## config.mk

```make
export PLATFORM = sky130hd
export DESIGN_NAME = counting_gen_flat
export DESIGN_NICKNAME = d
export VERILOG_FILES = /design/src/rtl/counting_gen_if.sv /design/src/rtl/counting_gen.sv /design/src/flat_wrapper.sv
export SDC_FILE = /design/constraint.sdc
export NUM_CORES = 1
export LEC_CHECK = 0
export ABC_AREA = 0
export CAP_MARGIN = 20
export CORE_AREA = 5 5 61 63
export CTS_BUF_LIST = sky130_fd_sc_hd__clkbuf_4 sky130_fd_sc_hd__clkbuf_8
export DETAILED_ROUTE_END_ITERATION = 12
export DIE_AREA = 0 0 66 68
export PLACE_DENSITY = 0.64
export SLEW_MARGIN = 20
export SYNTH_ARGS = -nofsm -noshare
export SYNTH_HDL_FRONTEND = slang
export SYNTH_SLANG_ARGS = --single-unit
```

## constraint.sdc

```tcl
create_clock -name clk -period 2 [get_ports clk]
set_input_delay 0.4 -clock clk [delete_from_list [all_inputs] [get_ports clk]]
set_output_delay 0.4 -clock clk [all_outputs]
set_load 0.005 [all_outputs]
```

## src/rtl/counting_gen_if.sv

```systemverilog
// rtl/counting_gen_if.sv - request/symbol bundle between a frame requester and counting_gen
//   start, len_a, len_b, len_c, abort : requester -> generator
//   num, busy, done                   : generator -> requester
//   master : requester side, slave : generator side

interface counting_gen_if #(
    parameter int LEN_W = 4
);
    logic             start;
    logic [LEN_W-1:0] len_a;
    logic [LEN_W-1:0] len_b;
    logic [LEN_W-1:0] len_c;
    logic             abort;
    logic [1:0]       num;
    logic             busy;
    logic             done;

    modport master (
        output start, len_a, len_b, len_c, abort,
        input  num, busy, done
    );

    modport slave (
        input  start, len_a, len_b, len_c, abort,
        output num, busy, done
    );
endinterface

```

## src/rtl/counting_gen.sv

```systemverilog
// rtl/counting_gen.sv - frame generator emitting runs of 01, 10, 11 and a 00 terminator on num
//   clk   : system clock, all state changes on posedge
//   rst_n : asynchronous active-low reset
//   bus   : counting_gen_if slave
//           start          frame request, sampled only in IDLE
//           len_a/b/c      run lengths (0 treated as 1), captured on accepted start
//           abort          end the current frame early (RUN states only)
//           num            transmitted symbol, registered
//           busy           high from the cycle after accepted start through the terminator
//           done           one-cycle pulse on the terminator of a completed frame

module counting_gen #(
    parameter int LEN_W = 4
) (
    input  logic           clk,
    input  logic           rst_n,
    counting_gen_if.slave  bus
);

    typedef enum logic [2:0] {
        IDLE  = 3'd0,
        RUN_A = 3'd1,
        RUN_B = 3'd2,
        RUN_C = 3'd3,
        TERM  = 3'd4
    } state_t;

    localparam logic [1:0] SYM_GAP = 2'b00;
    localparam logic [1:0] SYM_A   = 2'b01;
    localparam logic [1:0] SYM_B   = 2'b10;
    localparam logic [1:0] SYM_C   = 2'b11;

    localparam logic [LEN_W-1:0] ONE = LEN_W'(1);

    state_t           state;
    logic [LEN_W-1:0] cnt;
    logic [LEN_W-1:0] len_b_q;
    logic [LEN_W-1:0] len_c_q;
    logic [1:0]       num_q;
    logic             busy_q;
    logic             done_q;

    // A zero length still produces one symbol, so every run is visible downstream.
    function automatic logic [LEN_W-1:0] clamp(input logic [LEN_W-1:0] len);
        return (len == '0) ? ONE : len;
    endfunction

    // The first run length goes straight into the counter on the accepting
    // edge; only the later two run lengths need holding registers.
    always_ff @(posedge clk or negedge rst_n) begin
        if (!rst_n) begin
            state   <= IDLE;
            cnt     <= '0;
            len_b_q <= '0;
            len_c_q <= '0;
            num_q   <= SYM_GAP;
            busy_q  <= 1'b0;
            done_q  <= 1'b0;
        end else begin
            case (state)
                IDLE: begin
                    done_q <= 1'b0;
                    // abort has no meaning here; a simultaneous start is honoured.
                    if (bus.start) begin
                        len_b_q <= bus.len_b;
                        len_c_q <= bus.len_c;
                        cnt     <= clamp(bus.len_a);
                        state   <= RUN_A;
                        num_q   <= SYM_A;
                        busy_q  <= 1'b1;
                    end else begin
                        num_q  <= SYM_GAP;
                        busy_q <= 1'b0;
                    end
                end

                RUN_A: begin
                    if (bus.abort) begin
                        state <= TERM;
                        num_q <= SYM_GAP;
                        cnt   <= '0;
                    end else if (cnt == ONE) begin
                        state <= RUN_B;
                        num_q <= SYM_B;
                        cnt   <= clamp(len_b_q);
                    end else begin
                        cnt <= cnt - ONE;
                    end
                end

                RUN_B: begin
                    if (bus.abort) begin
                        state <= TERM;
                        num_q <= SYM_GAP;
                        cnt   <= '0;
                    end else if (cnt == ONE) begin
                        state <= RUN_C;
                        num_q <= SYM_C;
                        cnt   <= clamp(len_c_q);
                    end else begin
                        cnt <= cnt - ONE;
                    end
                end

                RUN_C: begin
                    if (bus.abort) begin
                        state <= TERM;
                        num_q <= SYM_GAP;
                        cnt   <= '0;
                    end else if (cnt == ONE) begin
                        // Natural end of frame: the terminator carries done.
                        state  <= TERM;
                        num_q  <= SYM_GAP;
                        done_q <= 1'b1;
                        cnt    <= '0;
                    end else begin
                        cnt <= cnt - ONE;
                    end
                end

                TERM: begin
                    // start is not looked at here, guaranteeing an IDLE gap between frames.
                    state  <= IDLE;
                    num_q  <= SYM_GAP;
                    busy_q <= 1'b0;
                    done_q <= 1'b0;
                end

                default: begin
                    state  <= IDLE;
                    cnt    <= '0;
                    num_q  <= SYM_GAP;
                    busy_q <= 1'b0;
                    done_q <= 1'b0;
                end
            endcase
        end
    end

    assign bus.num  = num_q;
    assign bus.busy = busy_q;
    assign bus.done = done_q;

endmodule
```

## src/flat_wrapper.sv

```systemverilog
// flat-port wrapper written by rule: the top's interface ports become plain ports
module counting_gen_flat 
#(
    parameter int LEN_W = 4
)
  (clk, rst_n, bus_start, bus_len_a, bus_len_b, bus_len_c, bus_abort, bus_num, bus_busy, bus_done);
  counting_gen_if #(.LEN_W(LEN_W)) bus_i ();
  input  logic clk;
  input  logic rst_n;
  input wire logic [$bits(bus_i.start)-1:0] bus_start;
  input wire logic [$bits(bus_i.len_a)-1:0] bus_len_a;
  input wire logic [$bits(bus_i.len_b)-1:0] bus_len_b;
  input wire logic [$bits(bus_i.len_c)-1:0] bus_len_c;
  input wire logic [$bits(bus_i.abort)-1:0] bus_abort;
  output wire logic [$bits(bus_i.num)-1:0] bus_num;
  output wire logic [$bits(bus_i.busy)-1:0] bus_busy;
  output wire logic [$bits(bus_i.done)-1:0] bus_done;
  assign bus_i.start = bus_start;
  assign bus_i.len_a = bus_len_a;
  assign bus_i.len_b = bus_len_b;
  assign bus_i.len_c = bus_len_c;
  assign bus_i.abort = bus_abort;
  assign bus_num = bus_i.num;
  assign bus_busy = bus_i.busy;
  assign bus_done = bus_i.done;
  counting_gen #(.LEN_W(LEN_W)) u_core (.clk(clk), .rst_n(rst_n), .bus(bus_i));
endmodule
```

# Yosys cells after proc, flatten, opt, wreduce, memory -nomap -nowiden
# Index checks and enable logic that the tools add are counted.
# word_totals
wordCells	64
latchBits	0
mem_count	0
mem_bits_ro	0
ff_bits	19
inputBits	16
mem_bits_rw	0
# op_classes
n_eq_ne	11
n_mux	32
n_shift	0
bitwise_logic	2
magnitude_cmp	0
div_mod_pow	0
add_sub_neg	1
n_reduce_logical	11
multipliers	0
# op_table
cell	count
two-way mux 4 bit	10
two-way mux 3 bit	7
case mux 4 bit (5 select lines)	1
logical NOT 4 bit	3
two-way mux 2 bit	6
case mux 3 bit (4 select lines)	1
!= test 3 x 2 -> 1 bit (second input constant)	3
case mux 2 bit (4 select lines)	1
== test 3 x 2 -> 1 bit (second input constant)	2
AND reduction 3 bit	2
== test 4 x 1 -> 1 bit (second input constant)	1
two-way mux 1 bit	4
!= test 2 bit (second input constant)	2
case mux 1 bit (2 select lines)	2
AND reduction 2 bit	2
AND reduction 4 bit	1
subtractor 4 x 1 -> 4 bit (second input constant)	1
== test 3 x 1 -> 1 bit (second input constant)	1
== test 3 bit (second input constant)	1
logical NOT 3 bit	1
OR reduction 3 bit	1
!= test 2 x 1 -> 1 bit (second input constant)	1
inverter 1 bit	2
OR reduction 2 bit	1

# Longest topological paths before layout
# logic_depth
depth_word	5
ltp_mapped	7
ltp_nobuf	6

# Worst setup path after synthesis
# Ideal clock, no wire load.
# synth_timing
path_type	register to register
startpoint	register u_core.cnt[1]
endpoint	register u_core.state[0]
period_less_slack_ns	1.655
path_slack_ns	0.345
arrival_ns	1.582
path_buffers	1
path_stages_with_launch	8
cell_sequence	dfrtp_1 -> inv_1 -> ha_1 -> or3b_1 -> buf_2 -> or2_0 -> a21o_1 -> a21oi_2
# synth_between
elab_chain_cells	3
word_cells_on_any_way	5
# synth_rtl
item	line_no	source
start, declared	counting_gen.sv:36	logic [LEN_W-1:0] cnt;
start signal, assigned	counting_gen.sv:67	cnt <= clamp(bus.len_a);
start signal, assigned	counting_gen.sv:85	cnt <= clamp(len_b_q);
start signal, assigned	counting_gen.sv:87	cnt <= cnt - ONE;
== test 4 x 1 -> 1 bit *	counting_gen.sv:82, counting_gen.sv:96, counting_gen.sv:110	
!= test 3 x 2 -> 1 bit (no source line)	n/a	
AND reduction 4 bit (no source line) *	n/a	
end signal, assigned	counting_gen.sv:83	state <= RUN_B;
end signal, assigned	counting_gen.sv:97	state <= RUN_C;
end signal, assigned	counting_gen.sv:112	state <= TERM;
end, declared	counting_gen.sv:35	state_t state;
# Every way passes the cells marked *; elsewhere a longest branch is shown, timed or not.
# A chain may end at the register's enable or synchronous reset.

# Worst setup path in the final report
# layout_timing
startpoint	register u_core.cnt[0]
endpoint	register u_core.cnt[0]
# layout_between
elab_chain_cells	4
word_cells_on_any_way	9
# layout_rtl
item	line_no	source
subtractor 4 x 1 -> 4 bit / == test 4 x 1 -> 1 bit (equally long branches)	n/a	
two-way mux 4 bit (on tied branches)	counting_gen.sv:110, counting_gen.sv:82, counting_gen.sv:96	
two-way mux 4 bit (on tied branches)	counting_gen.sv:106, counting_gen.sv:78, counting_gen.sv:92	
case mux 4 bit (5 select lines) *	counting_gen.sv:60	case (state)
# Marked as above.

==> results summary <==
The maximum vdd drop came out at 0.000291 V. The capturing point of the worst reg2reg path is u_core.cnt[0]$_DFFE_PN0P_. The share of synthesized registers carrying an async set or reset came out at 100%.

By area, the combinational part of the netlist is dominated by compound AO/OA/AOI/OAI gates. The total inserted antenna cells came out at 0. The met2 wirelength from detailed routing is 1160 um.

The detailed-routing iteration count for the pre-antenna-repair pass is 4. The tightest min-delay check is of the input port to asynchronous set/reset pin type. After clock tree synthesis, the clock-pin slew on the worst setup and hold paths is 0.12 ns. After filler insertion, the fill cell instance count of the layout stands at 320. The worst setup path is launched from a flop. The synthesized-area fraction occupied by xor and xnor cells came out at 1.67%. Together, buffers and inverters on the worst path number 0.

The die span in y came out at 68 um. The final layout net count is 158. The HPWL after detailed placement is 1770 um. The number of maximum-capacitance violations came out at 0. The die is 66 um wide. The worst endpoint required time came out at 2.25 ns. The share of the core filled with cells came out at 42.5%. The adder and majority cell fraction of the synthesized area is 2.38%. The DRC violation total after the first TritonRoute iteration is 38. The total count of max-transition violations in the final report is 0.

The commonest cells after synthesis are sky130_fd_sc_hd__dfrtp_1 (19), sky130_fd_sc_hd__nor2_1 (12), sky130_fd_sc_hd__o21ai_0 (11), sky130_fd_sc_hd__nand2_1 (9), sky130_fd_sc_hd__a21oi_1 (8). The source-to-sink clock delay at the later pin of the worst-skew pair is 0.30 ns. The first-pass GRT wire length is 3950 um. The count of buffers added on input and output ports is 19. The sum of negative setup slack came out at 0 ns. The count of final hold-check violations came out at 0. The number of antenna violations at the first check in global routing was 0. The critical path goes through ha_1 -> or3b_1 -> o21ai_0 -> a2111oi_0 -> a211o_1.

The total wirelength of the detailed-routed design is 2360 um. The flop-to-flop setup slack is 0.14 ns. The number of flops mapped to enable cells by yosys is 0. The total DRC errors in the routed layout is 0. The share of synthesized area spent on multiplexers came out at 8.34%. The aggregate global-route resource usage is 11.4%. The data arrival time of the critical path is 2.12 ns. The boundary pin count is 20.

The number of global-route vias before repair is 929. The compound-gate portion of the synthesized area is 19.3%. The post-route clock skew came out at 0.0138 ns. By startpoint and endpoint, the worst setup path is classified as flop to flop. The flow ran to the end, and the final reports show no timing, DRC or antenna violations. The number of hold buffers added after CTS was 0. The maximum net fanout on the critical path is 8. The synthesized cell area is 0.00105 mm2. For this configuration, the core starts out at a cell density of 33.0%. In this run the number of H-tree levels came out at 1.

The detail route stage leaves a number of antenna-violating nets equal to 0. The power per cell area came out at 1250 mW/mm2. The main flop type after synthesis is sky130_fd_sc_hd__dfrtp_1. The fraction of the cycle the final worst path needs is 93.2%.

The number of buffers added by the clock tree synthesis step came out at 3. In this run the clock root is driven by a sky130_fd_sc_hd__clkbuf_4. The core region is 0.00318 mm2.

The analysis attributes to cell leakage a power of 0.567 nW. Of the total synthesized cell area, the portion taken by AND, OR, NAND and NOR gates is 17.8%. Sorting the synthesized cells by area gives the leading types as sky130_fd_sc_hd__dfrtp_1 (45%), sky130_fd_sc_hd__mux2_1 (6.4%), sky130_fd_sc_hd__o21ai_0 (5.2%), sky130_fd_sc_hd__nor2_1 (4.3%), sky130_fd_sc_hd__a21oi_1 (3.8%). Routability-driven placement finished with a final weighted congestion of 0.822. The average wire per standard cell came out at 12.8 um.

After technology mapping, the gate count stands at 115. The transition time at the pin with the least slew margin is 0.472 ns. The startpoint identified for the worst register-to-register timing path is u_core.cnt[0]$_DFFE_PN0P_. Yosys instantiated no cell more often than sky130_fd_sc_hd__dfrtp_1.

Setup repair after global routing left no endpoint under its margin. The area enclosed by the die boundary came out at 0.00449 mm2. Cells with a size suffix above 1 make up 10.1% of the layout.

The largest stage delay on the critical path is 0.51 ns. The overall overflow remaining after global route came out at 0. The post-route minimum period is 1.86 ns. The type of element capturing the critical path is a flop. The worst reg-to-reg path cell count is 5. The mean instance size in the synthesized netlist is 9.13 um2.

The largest delay contributor family on the critical path is compound AO/OA/AOI/OAI gates. The largest net degree at the start of global routing is 20. The worst slew margin relative to its limit came out at 67.8%.

After synthesis the netlist holds a flip-flop and latch count of 19. The maximum count of clock buffers along a single path is 2. Timing would allow up to 0.537 GHz.

The detailed router used layers up to and including met4. The row count is 21. The average vias per placed instance came out at 4.90. The share of synthesized area occupied by flip-flops and latches is 45.3%. The routed metal-1 wirelength came out at 1080 um.

The number of setup violations in the final report is 0. The area growth from synthesis to layout is 28.8%. The number of warning messages in the yosys log came out at 0. The largest total area in the synthesized netlist belongs to sky130_fd_sc_hd__dfrtp_1. The top-area cell type share of the netlist area is 45.3%. The met3 wire length came out at 105 um. TritonCTS built the clock tree. The via total after detailed routing is 907.

The total clock sinks is 19. The count of unique library cells instantiated by Yosys came out at 34. The post-CTS setup buffer count is 0. The number of instances resized during post-cts repair came out at 0.

The library cell contributing the largest single delay on the critical path is sky130_fd_sc_hd__a2111oi_0. The post-synth net total came out at 133.
[per-stage QoR]
stage / instances / power [mW] / area [um2] / worst slack, ns / hold WS, ns
CTS: 185 / 1.70 / 1350 / 0.141 / 0.422
floorplan: 115 / 1.24 / 1050 / 0.345 / 0.104
global route: 185 / 1.84 / 1350 / 0.0613 / 0.427
detailed placement: 181 / 1.50 / 1330 / 0.0798 / 0.479
finish: 185 / 1.69 / 1350 / 0.136 / 0.415
global placement: 181 / 1.47 / 1330 / 0.103 / 0.477
[layout make-up]
class	instances	area (um2)	area share, %
multi-input cells	83	519	38.4
inverters	6	22.5	1.67
clock inverters	1	5.00	0.370
well taps	46	57.6	4.26
repair buffers	27	250	18.5
flip-flops and latches	19	475	35.2
clock buffers	3	22.5	1.67
[cell families after synthesis]
logic type / Yosys count
mux: 8
simple gates: 38
xor+xnor: 2
compound gates: 33
fa+ha+maj: 2
flops: 19
buf+inv: 13
[power breakdown]
part,internal [mW],leakage [nW],total [mW],switching (mW)
Sequential,0.543,0.238,0.700,0.158
Clock,0.0745,0.0177,0.199,0.124
Combinational,0.391,0.311,0.792,0.401
[flip-flops by register name, summed over array words and instances (netlist names)]
signal and count:
u_core.len_b_q 4, u_core.state 3, u_core.len_c_q 4, u_core.bus.done 1, u_core.bus.num 2, u_core.cnt 4
u_core.bus.busy 1
[worst max-delay path by stage]
stage                                    end  depth (start not counted)                 startpoint  slack, ns
2_1_floorplan    u_core.state[0]$_DFFE_PN0P_                          7  u_core.cnt[1]$_DFFE_PN0P_       0.35
3_3_place_gp   u_core.len_c_q[0]$_DFFE_PN0P_                          4                  bus_start       0.10
3_5_place_dp   u_core.len_b_q[2]$_DFFE_PN0P_                          4                  bus_start       0.08
4_1_cts            u_core.cnt[0]$_DFFE_PN0P_                          6  u_core.cnt[1]$_DFFE_PN0P_       0.14
5_1_grt            u_core.cnt[0]$_DFFE_PN0P_                          6  u_core.cnt[1]$_DFFE_PN0P_       0.06
6_report           u_core.cnt[0]$_DFFE_PN0P_                          5  u_core.cnt[0]$_DFFE_PN0P_       0.14
[cell usage in the layout, fill, tap and decap left out, types with 2 or more instances in the layout]
master,synthesis,layout
sky130_fd_sc_hd__a21oi_1,8,8
sky130_fd_sc_hd__buf_4,0,8
sky130_fd_sc_hd__clkbuf_4,0,3
sky130_fd_sc_hd__clkdlybuf4s50_1,0,19
sky130_fd_sc_hd__dfrtp_1,19,19
sky130_fd_sc_hd__ha_1,2,2
sky130_fd_sc_hd__inv_1,6,6
sky130_fd_sc_hd__mux2_1,6,6
sky130_fd_sc_hd__mux2i_1,2,2
sky130_fd_sc_hd__nand2_1,9,9
sky130_fd_sc_hd__nand2b_1,3,3
sky130_fd_sc_hd__nand3_1,2,2
sky130_fd_sc_hd__nand4_1,2,2
sky130_fd_sc_hd__nor2_1,12,12
sky130_fd_sc_hd__nor3_1,4,4
sky130_fd_sc_hd__o21ai_0,11,11
sky130_fd_sc_hd__o22ai_1,3,3
sky130_fd_sc_hd__xor2_1,2,2
[layer usage]
metal,vias up,global-route usage (%)
li1,452,-
met1,426,13.8
met2,27,19.9
met3,2,1.48
met4,0,6.09
met5,-,0
Note: power is estimated with default switching activity, not from simulation.
